--- config.mk ---
export PLATFORM = sky130hd
export DESIGN_NAME = msdap_ctrl_flat
export DESIGN_NICKNAME = d
export VERILOG_FILES = /design/src/rtl/msdap_ctrl_if.sv /design/src/rtl/msdap_ctrl.sv /design/src/flat_wrapper.sv
export SDC_FILE = /design/constraint.sdc
export NUM_CORES = 1
export LEC_CHECK = 0
export CORE_AREA = 10 10 119 121
export DETAILED_ROUTE_END_ITERATION = 10
export DIE_AREA = 0 0 129 131
export PLACE_DENSITY = 0.69
export SYNTH_ARGS = -nofsm -noshare
export SYNTH_HDL_FRONTEND = slang
export SYNTH_SLANG_ARGS = --single-unit
--- constraint.sdc ---
create_clock -name clk -period 4 [get_ports clk]
set_input_delay 0.8 -clock clk [delete_from_list [all_inputs] [get_ports clk]]
set_output_delay 0.8 -clock clk [all_outputs]
set_load 0.01 [all_outputs]
--- src/rtl/msdap_ctrl_if.sv ---
// msdap_ctrl_if: input stream, memory write ports and
// datapath compute handshake of the MSDAP controller.
interface msdap_ctrl_if;
  logic [15:0] in_word;
  logic        in_valid;
  logic        in_ready;
  logic        rj_we;
  logic [3:0]  rj_addr;
  logic [7:0]  rj_wdata;
  logic        coeff_we;
  logic [7:0]  coeff_addr;
  logic [8:0]  coeff_wdata;
  logic        sample_we;
  logic [7:0]  sample_addr;
  logic [15:0] sample_wdata;
  logic        compute_start;
  logic [7:0]  compute_base;
  logic        compute_done;
  logic        zero_out;

  modport master (
    input  in_word, in_valid, compute_done,
    output in_ready,
    output rj_we, rj_addr, rj_wdata,
    output coeff_we, coeff_addr, coeff_wdata,
    output sample_we, sample_addr, sample_wdata,
    output compute_start, compute_base, zero_out
  );

  modport slave (
    output in_word, in_valid, compute_done,
    input  in_ready,
    input  rj_we, rj_addr, rj_wdata,
    input  coeff_we, coeff_addr, coeff_wdata,
    input  sample_we, sample_addr, sample_wdata,
    input  compute_start, compute_base, zero_out
  );
endinterface

--- src/rtl/msdap_ctrl.sv ---
// msdap_ctrl: MSDAP load/sample sequencer with buffer zeroing.
// Optional zero-run sleep mode enabled by MSDAP_SLEEP_EN.
module msdap_ctrl #(
  parameter int RJ_COUNT    = 16,
  parameter int COEFF_COUNT = 256
`ifdef MSDAP_SLEEP_EN
  , parameter int ZERO_LIMIT = 800
`endif
) (
  input  logic        clk,
  input  logic        reset,
  input  logic        start,
  input  logic        clear,
  output logic [3:0]  status,
  msdap_ctrl_if.master bus
);

  typedef enum logic [3:0] {
    INIT       = 4'd0,
    WAIT_RJ    = 4'd1,
    READ_RJ    = 4'd2,
    WAIT_COEFF = 4'd3,
    READ_COEFF = 4'd4,
    WAIT_INPUT = 4'd5,
    WORKING    = 4'd6,
    CLEARING   = 4'd7,
    SLEEPING   = 4'd8
  } state_t;

  state_t      state;
  logic [8:0]  cnt;
  logic [7:0]  wr_ptr;
  logic        busy;
  logic        clr_pend;
  logic        cs_pend;
  logic        acc;
  logic        clr_req;

`ifdef MSDAP_SLEEP_EN
  localparam logic [9:0] ZLIM = 10'(ZERO_LIMIT);
  logic [9:0]  zero_cnt;
  logic        zo_pend;
  logic        zero_word;
  assign zero_word = (bus.in_word == 16'd0);
`endif

  assign acc     = bus.in_valid & bus.in_ready;
  assign clr_req = clr_pend | clear;
  assign status  = state;

  // sequencer: state, counters and all registered outputs
  always_ff @(posedge clk or posedge reset) begin
    if (reset) begin
      state             <= INIT;
      cnt               <= '0;
      wr_ptr            <= '0;
      busy              <= 1'b0;
      clr_pend          <= 1'b0;
      cs_pend           <= 1'b0;
      bus.in_ready      <= 1'b0;
      bus.rj_we         <= 1'b0;
      bus.rj_addr       <= '0;
      bus.rj_wdata      <= '0;
      bus.coeff_we      <= 1'b0;
      bus.coeff_addr    <= '0;
      bus.coeff_wdata   <= '0;
      bus.sample_we     <= 1'b0;
      bus.sample_addr   <= '0;
      bus.sample_wdata  <= '0;
      bus.compute_start <= 1'b0;
      bus.compute_base  <= '0;
      bus.zero_out      <= 1'b0;
`ifdef MSDAP_SLEEP_EN
      zero_cnt          <= '0;
      zo_pend           <= 1'b0;
`endif
    end else begin
      bus.rj_we         <= 1'b0;
      bus.coeff_we      <= 1'b0;
      bus.sample_we     <= 1'b0;
      bus.compute_start <= 1'b0;
      bus.zero_out      <= 1'b0;

      // request issues one cycle after the sample write lands
      if (cs_pend) begin
        bus.compute_start <= 1'b1;
        bus.compute_base  <= bus.sample_addr;
        cs_pend           <= 1'b0;
      end
`ifdef MSDAP_SLEEP_EN
      if (zo_pend) begin
        bus.zero_out <= 1'b1;
        zo_pend      <= 1'b0;
      end
`endif

      unique case (state)
        INIT, CLEARING: begin
          wr_ptr <= '0;
`ifdef MSDAP_SLEEP_EN
          zero_cnt <= '0;
`endif
          if (cnt[8]) begin
            cnt <= '0;
            if (state == INIT) begin
              state <= WAIT_RJ;
            end else begin
              state        <= WORKING;
              bus.in_ready <= 1'b1;
            end
          end else begin
            bus.sample_we    <= 1'b1;
            bus.sample_addr  <= cnt[7:0];
            bus.sample_wdata <= '0;
            cnt              <= cnt + 9'd1;
          end
        end
        WAIT_RJ: begin
          if (start) begin
            state        <= READ_RJ;
            cnt          <= '0;
            bus.in_ready <= 1'b1;
          end
        end
        READ_RJ: begin
          if (acc) begin
            bus.rj_we    <= 1'b1;
            bus.rj_addr  <= cnt[3:0];
            bus.rj_wdata <= bus.in_word[7:0];
            if (cnt == 9'(RJ_COUNT - 1)) begin
              state        <= WAIT_COEFF;
              cnt          <= '0;
              bus.in_ready <= 1'b0;
            end else begin
              cnt <= cnt + 9'd1;
            end
          end
        end
        WAIT_COEFF: begin
          if (start) begin
            state        <= READ_COEFF;
            cnt          <= '0;
            bus.in_ready <= 1'b1;
          end
        end
        READ_COEFF: begin
          if (acc) begin
            bus.coeff_we    <= 1'b1;
            bus.coeff_addr  <= cnt[7:0];
            bus.coeff_wdata <= bus.in_word[8:0];
            if (cnt == 9'(COEFF_COUNT - 1)) begin
              state        <= WAIT_INPUT;
              cnt          <= '0;
              bus.in_ready <= 1'b0;
            end else begin
              cnt <= cnt + 9'd1;
            end
          end
        end
        WAIT_INPUT: begin
          if (start) begin
            state        <= WORKING;
            bus.in_ready <= 1'b1;
          end
        end
        WORKING: begin
          if (acc) begin
            bus.sample_we    <= 1'b1;
            bus.sample_addr  <= wr_ptr;
            bus.sample_wdata <= bus.in_word;
            wr_ptr           <= wr_ptr + 8'd1;
            busy             <= 1'b1;
            cs_pend          <= 1'b1;
            bus.in_ready     <= 1'b0;
            clr_pend         <= clr_req;
`ifdef MSDAP_SLEEP_EN
            if (!zero_word)
              zero_cnt <= '0;
            else if (zero_cnt != ZLIM)
              zero_cnt <= zero_cnt + 10'd1;
`endif
          end else if (busy) begin
            if (bus.compute_done && !cs_pend) begin
              busy <= 1'b0;
              if (clr_req) begin
                state            <= CLEARING;
                clr_pend         <= 1'b0;
                bus.sample_we    <= 1'b1;
                bus.sample_addr  <= '0;
                bus.sample_wdata <= '0;
                cnt              <= 9'd1;
                wr_ptr           <= '0;
              end else begin
                bus.in_ready <= 1'b1;
`ifdef MSDAP_SLEEP_EN
                if (zero_cnt == ZLIM)
                  state <= SLEEPING;
`endif
              end
            end else begin
              clr_pend <= clr_req;
            end
          end else if (clr_req) begin
            state            <= CLEARING;
            clr_pend         <= 1'b0;
            bus.in_ready     <= 1'b0;
            bus.sample_we    <= 1'b1;
            bus.sample_addr  <= '0;
            bus.sample_wdata <= '0;
            cnt              <= 9'd1;
            wr_ptr           <= '0;
          end
        end
`ifdef MSDAP_SLEEP_EN
        SLEEPING: begin
          if (acc) begin
            bus.sample_we    <= 1'b1;
            bus.sample_addr  <= wr_ptr;
            bus.sample_wdata <= bus.in_word;
            wr_ptr           <= wr_ptr + 8'd1;
            clr_pend         <= clr_req;
            if (zero_word) begin
              zo_pend      <= 1'b1;
              bus.in_ready <= !clr_req;
            end else begin
              state        <= WORKING;
              busy         <= 1'b1;
              cs_pend      <= 1'b1;
              zero_cnt     <= '0;
              bus.in_ready <= 1'b0;
            end
          end else if (clr_req) begin
            state            <= CLEARING;
            clr_pend         <= 1'b0;
            bus.in_ready     <= 1'b0;
            bus.sample_we    <= 1'b1;
            bus.sample_addr  <= '0;
            bus.sample_wdata <= '0;
            cnt              <= 9'd1;
            wr_ptr           <= '0;
          end
        end
`endif
        default: begin
          state        <= INIT;
          cnt          <= '0;
          bus.in_ready <= 1'b0;
        end
      endcase
    end
  end

endmodule

--- src/flat_wrapper.sv ---
// flat-port wrapper written by rule: the top's interface ports become plain ports
module msdap_ctrl_flat 
#(
  parameter int RJ_COUNT    = 16,
  parameter int COEFF_COUNT = 256

)
  (clk, reset, start, clear, status, bus_in_word, bus_in_valid, bus_compute_done, bus_in_ready, bus_rj_we, bus_rj_addr, bus_rj_wdata, bus_coeff_we, bus_coeff_addr, bus_coeff_wdata, bus_sample_we, bus_sample_addr, bus_sample_wdata, bus_compute_start, bus_compute_base, bus_zero_out);
  msdap_ctrl_if bus_i ();
  input  logic clk;
  input  logic reset;
  input  logic start;
  input  logic clear;
  output logic [3:0] status;
  input wire logic [$bits(bus_i.in_word)-1:0] bus_in_word;
  input wire logic [$bits(bus_i.in_valid)-1:0] bus_in_valid;
  input wire logic [$bits(bus_i.compute_done)-1:0] bus_compute_done;
  output wire logic [$bits(bus_i.in_ready)-1:0] bus_in_ready;
  output wire logic [$bits(bus_i.rj_we)-1:0] bus_rj_we;
  output wire logic [$bits(bus_i.rj_addr)-1:0] bus_rj_addr;
  output wire logic [$bits(bus_i.rj_wdata)-1:0] bus_rj_wdata;
  output wire logic [$bits(bus_i.coeff_we)-1:0] bus_coeff_we;
  output wire logic [$bits(bus_i.coeff_addr)-1:0] bus_coeff_addr;
  output wire logic [$bits(bus_i.coeff_wdata)-1:0] bus_coeff_wdata;
  output wire logic [$bits(bus_i.sample_we)-1:0] bus_sample_we;
  output wire logic [$bits(bus_i.sample_addr)-1:0] bus_sample_addr;
  output wire logic [$bits(bus_i.sample_wdata)-1:0] bus_sample_wdata;
  output wire logic [$bits(bus_i.compute_start)-1:0] bus_compute_start;
  output wire logic [$bits(bus_i.compute_base)-1:0] bus_compute_base;
  output wire logic [$bits(bus_i.zero_out)-1:0] bus_zero_out;
  assign bus_i.in_word = bus_in_word;
  assign bus_i.in_valid = bus_in_valid;
  assign bus_i.compute_done = bus_compute_done;
  assign bus_in_ready = bus_i.in_ready;
  assign bus_rj_we = bus_i.rj_we;
  assign bus_rj_addr = bus_i.rj_addr;
  assign bus_rj_wdata = bus_i.rj_wdata;
  assign bus_coeff_we = bus_i.coeff_we;
  assign bus_coeff_addr = bus_i.coeff_addr;
  assign bus_coeff_wdata = bus_i.coeff_wdata;
  assign bus_sample_we = bus_i.sample_we;
  assign bus_sample_addr = bus_i.sample_addr;
  assign bus_sample_wdata = bus_i.sample_wdata;
  assign bus_compute_start = bus_i.compute_start;
  assign bus_compute_base = bus_i.compute_base;
  assign bus_zero_out = bus_i.zero_out;
  msdap_ctrl #(.RJ_COUNT(RJ_COUNT), .COEFF_COUNT(COEFF_COUNT)) u_core (.clk(clk), .reset(reset), .start(start), .clear(clear), .status(status), .bus(bus_i));
endmodule
### Yosys cells after proc, flatten, opt, wreduce, memory -nomap -nowiden

Cells that the tools add are included.

* add/sub/neg operators: 2
* eq/ne operators: 26
* mux-type cells: 73
* bitwise logic cells: 3
* reductions and logical operators: 14

Operators with widths (count)
* 9-bit two-way mux: 10
* 16-bit two-way mux: 5
* 8-bit two-way mux: 9
* 9-bit case mux with 6 select lines: 1
* 4-bit two-way mux: 12
* 16-bit case mux with 2 select lines: 1
* 8-bit case mux with 2 select lines: 2
* 1-bit two-way mux: 29
* 4-bit case mux with 7 select lines: 1
* 10-bit AND reduction: 2
* 4-bit by 3-bit equality test with 1-bit output, second input constant: 4
* 2-bit by 1-bit inequality test with 1-bit output, second input constant: 7
* 2-bit inequality test, second input constant: 6
* 9-bit by 1-bit adder with 9-bit output, second input constant: 1
* 9-bit by 4-bit equality test with 1-bit output, second input constant: 1
* 9-bit by 8-bit equality test with 1-bit output, second input constant: 1
* 8-bit by 1-bit adder with 8-bit output, second input constant: 1
* 4-bit by 2-bit equality test with 1-bit output, second input constant: 2
* 4-bit inequality test, second input constant: 2
* 2-bit AND reduction: 3
* 6-bit AND reduction: 1
* 1-bit case mux with 5 select lines: 1
* 4-bit by 1-bit equality test with 1-bit output, second input constant: 1
* 4-bit logical NOT: 1
* other kinds (13): 14

* register bits: 90
* input bits: 22
* output and inout bits: 71
* logic and storage cells: 136

### Logic depth before layout (Yosys ltp)

* depth after elaboration: 6
* mapped depth: 9
* mapped depth without buffers: 9

### Worst setup path after synthesis

Ideal clock, no wire load.

* path kind: in2reg
* start: in bus_in_valid
* end: reg u_core.bus.sample_addr[0]
* library setup time: 125 ps
* data arrival time: 2005 ps
* required time: 3875 ps
* slack: 1870 ps
* stages on the path: 7
* path buffers: 3
* cells stage by stage: and2_1 clkbuf_1 o21ai_0 and2_1 buf_2 buf_2 mux2_2

* cells in the longest elaborated chain, start to end: 3
* elaborated cells between the ends (all ways): 5
* classes of those cells: eq/ne (1); mux (2); bitwise (1); reduce/logical (1)

RTL lines
* start, declared: RTL line flat_wrapper.sv:16 `input wire logic [$bits(bus_i.in_valid)-1:0] bus_in_valid;`
* 1-bit bitwise AND (*): RTL line msdap_ctrl.sv:47 `assign acc = bus.in_valid & bus.in_ready;`
* 4-bit inequality test (no line) / 8-bit two-way mux (equally long branches)
* 3-bit AND reduction (no line) / 8-bit case mux with 2 select lines (equally long branches)
* end signal, assigned: RTL line msdap_ctrl.sv:113 `bus.sample_addr <= cnt[7:0];`
* end signal, assigned: RTL line msdap_ctrl.sv:169 `bus.sample_addr <= wr_ptr;`
* end, declared: RTL line msdap_ctrl_if.sv:26 `output sample_we, sample_addr, sample_wdata,`

Mark *: on every way between the ends. The rest lies on a longest branch, timed or not.
A chain may end at the register's enable or synchronous reset.

### Final worst setup path

* start: in bus_in_valid
* end: reg u_core.wr_ptr[5]

* cells in the longest elaborated chain, start to end: 3
* elaborated cells between the ends (all ways): 5
* classes of those cells: eq/ne (1); mux (2); bitwise (1); reduce/logical (1)

RTL lines
* 1-bit bitwise AND (*): RTL line msdap_ctrl.sv:47
* 4-bit inequality test (no line) / 8-bit two-way mux (equally long branches)
* 2-bit AND reduction (no line) / 8-bit case mux with 2 select lines (equally long branches)
* end signal, assigned: RTL line msdap_ctrl.sv:171 `wr_ptr <= wr_ptr + 8'd1;`
* end, declared: RTL line msdap_ctrl.sv:32 `logic [7:0] wr_ptr;`

Marks and branches as above.

==> impl_metrics.py <==
metrics = {
    "yosys": {
        "muxShareOfSynthArea_pct": 11.5,
        "ys.flop_type": "dfrtp_1",
        "yosys.area_share.simple_pct": 12.0,
        "synth_top_family_by_area": "compound AO/OA/AOI/OAI gates",
        "ys_ff_latch": 89,
        "synth-edff-count": 0,
        "synthArstFlopShare_pct": 100,
        "netlist_area_sq_um": 3930,
        "synth_compound_area_share_pct": 14.4,
        "synthDistinctLibCells": 47,
        "yosysWarnings": 0,
        "ys_seq_area_share_pct": 56.7,
        "synthXorXnorAreaFrac_pct": 0.223,
        "avgSynthCellArea_sq_um": 11.4,
        "synth_fa_ha_area_share_pct": 1.59,
        "syn-instance-count": 343,
    },
    "floorplan": {
        "dieArea_sq_um": 16900,
        "num_rows": 40,
        "die_y_um": 131,
        "ios": 93,
        "core-area_sq_um": 11800,
        "initial_utilization_pct": 33.2,
        "die_w_um": 129,
    },
    "worst_hold_path": {
        "worstHoldStart": "u_core.bus.rj_wdata[0]$_DFFE_PP0P_",
        "hold_depth": 2,
        "hold_class": "reg2reg",
        "min_to": "u_core.bus.rj_wdata[0]$_DFFE_PP0P_",
    },
    "pwr": {
        "p_leak_nw": 2.40,
        "max-vdd-ir-drop_mv": 0.233,
        "p_total_mw": 3.26,
        "power.density_nw_per_um2": 621,
    },
    "detailed_routing": {
        "wl_per_cell_um": 17.5,
        "via_per_inst": 5.08,
        "first_iter_violations": 178,
        "routed-via-count": 2971,
        "drt_wl_total_um": 10200,
        "drt-pass1-iter-count": 4,
        "final_antenna_net_count": 0,
        "drc_errors": 0,
    },
    "clock_network": {
        "cts_tree": "done",
        "postCtsSetupRepairBufs": 0,
        "cts_sinks": 89,
        "clk-insertion-delay-late_ns": 0.35,
        "numCtsBuffers": 9,
        "clock_path_buffers": 2,
        "ctsResizeCount": 0,
        "ctsRootBufferMaster": "clkbuf_16",
        "cts.clk_slew.worst_paths_ns": 0.07,
        "htree_levels": 3,
        "cts_hold_buf": 0,
    },
    "global_routing": {
        "grt_overflow": 0,
        "grt_pass1_wl_um": 16000,
        "track_usage_pct": 12.0,
        "grt_max_degree": 48,
        "grt_pass1_vias": 3048,
        "antenna_found_initial": 0,
    },
    "timing": {
        "layout_worst_path_cycle_share_pct": 74.6,
        "relSlewSlack_pct": 45.2,
        "hold_viol_final": 0,
        "fin_setup_tns_ns": 0,
        "finClkSkew_ns": 0.0120,
        "fmax_ghz": 0.335,
        "rsz0062_at_grt": "false",
        "setup_viol": 0,
        "whs_ns": 0.475,
        "maxSlewViolCount": 0,
        "worstMarginPinSlew_ns": 0.821,
        "layout_min_cycle_time_ns": 2.98,
    },
    "critical_path": {
        "r2r-start": "u_core.status[0]$_DFFE_PP0P_",
        "r2r_cells": 5,
        "r2r_setup_slack_ns": 1.22,
        "r2r_end": "u_core.wr_ptr[5]$_DFFE_PP0P_",
        "end_kind": "flip-flop",
        "cp_max_fo": 26,
        "crit_type": "in2reg",
        "critPathMaxStageDelay_ns": 0.68,
        "crit_chain": "clkdlybuf4s50_1 -> and2_1 -> nand2_1 -> clkinv_1 -> and3_1 -> a211o_1",
        "startpoint_type": "input pin",
        "arrival_ns": 3.21,
        "cp_slowest_cell": "clkinv_1",
        "required_ns": 4.23,
        "cpLargestDelayFamily": "buffers and inverters",
        "crit_buf_inv": 2,
    },
    "placed_design": {
        "dp.cells": 569,
        "io_buffers": 90,
        "hpwl_um": 7390,
        "gp_congestion": 0.837,
    },
    "layout": {
        "final-instance-count-excl-fill": 585,
        "drive_above_1_share_pct": 15.5,
        "seq_area_sq_um": 2230,
        "multiInputGateArea_sq_um": 1570,
        "fill_cells": 1112,
        "fin_nets": 460,
        "diodes": 0,
        "syn2layout_area_growth_pct": 33.9,
    },
    "status": {
        "status": "finished clean",
    },
    "run": {
        "maxCapViolCount": 0,
    },
}
## stage by stage
stage	worst slack, ns	area, sq um	util, %
global placement	0.717	4970	42.1
global route	0.822	5260	44.5
CTS	0.976	5260	44.5
detailed placement	0.628	4970	42.1
finish	1.02	5260	44.5
floorplan	0.893	3930	-
## metal layers
layer,track usage (%),up-vias,routed length [um]
met5,0,-,0
met1,14.0,1476,4120
met3,3.99,18,697
met4,4.82,0,182
met2,20.1,80,5240
li1,-,1397,-
## state kept, by name (all words and copies together), names as in the netlist
| signal | count |
|---|---|
| u_core.bus.coeff_addr | 8 |
| u_core.bus.coeff_wdata | 9 |
| u_core.bus.coeff_we | 1 |
| u_core.bus.compute_base | 8 |
| u_core.bus.compute_start | 1 |
| u_core.bus.in_ready | 1 |
| u_core.bus.rj_addr | 4 |
| u_core.bus.rj_wdata | 8 |
| u_core.bus.rj_we | 1 |
| u_core.bus.sample_addr | 8 |
| u_core.bus.sample_wdata | 16 |
| u_core.bus.sample_we | 1 |
| u_core.busy | 1 |
| u_core.clr_pend | 1 |
| u_core.cnt | 9 |
| u_core.cs_pend | 1 |
| u_core.status | 3 |
| u_core.wr_ptr | 8 |
## cell usage in the layout (no fill, tap or decap), drive strengths merged, types with 9 or more instances in the layout
| master | synthesis | routed |
|---|---|---|
| clkdlybuf4s50 | 0 | 90 |
| a21oi | 10 | 10 |
| mux2 | 38 | 38 |
| inv | 11 | 13 |
| clkbuf | 5 | 9 |
| nand3 | 14 | 14 |
| nand2 | 51 | 51 |
| a22o | 23 | 23 |
| dfrtp | 89 | 89 |
| o21ai | 14 | 14 |
| nor2 | 14 | 14 |
## logic make-up after synthesis
family	count (synthesis)
other	1
and+or+nand+nor	103
AOI/OAI and AO/OA	74
buffers and inverters	30
DFF	89
muxes	40
adders and majority gates	5
xor gates and xnor gates	1
## synth_stat cells, drive strengths merged, types with 5 or more instances
library cell  count  share of area [%]
dfrtp            89                 57
a22o             23                5.1
ha                5                1.6
o211ai            5                1.2
buf              12                1.7
nand2            51                4.9
inv              11                1.1
a21oi            10                1.3
clkbuf            5               0.48
nor2             14                1.3
nand3            14                1.8
o21ai            14                1.8
mux2             38                 11
and3              6               0.96
## tightest hold or removal path: stages, from the launching register on
cell,delay [ns]
dfrtp_1,0.34
nand2_1,0.05
nand2_1,0.06
## area by class of cell
cell class / count / area share, %
multi-input combinational: 225 / 29.8
inverter: 13 / 0.952
timing repair buffer: 95 / 17.8
sequential: 89 / 42.4
clock inverter: 7 / 1.21
clock buffer: 9 / 4.28
tap: 147 / 3.50
## worst max path at each step
| stage | startpoint | to | depth (start not counted) |
|---|---|---|---|
| 2_1_floorplan | reset | u_core.bus.coeff_addr[0]$_DFFE_PP0P_ | 1 |
| 3_3_place_gp | bus_in_valid | u_core.wr_ptr[5]$_DFFE_PP0P_ | 6 |
| 3_5_place_dp | bus_in_valid | u_core.wr_ptr[5]$_DFFE_PP0P_ | 6 |
| 4_1_cts | bus_in_valid | u_core.wr_ptr[5]$_DFFE_PP0P_ | 6 |
| 5_1_grt | bus_in_valid | u_core.bus.sample_addr[7]$_DFFE_PP0P_ | 6 |
| 6_report | bus_in_valid | u_core.wr_ptr[5]$_DFFE_PP0P_ | 6 |
## power breakdown
part	leakage (nW)	internal (mW)	switching [mW]
Combinational	1.07	0.611	0.551
Clock	0.140	0.433	0.386
Sequential	1.19	1.11	0.175
Note: power is estimated with default switching activity, not from simulation.
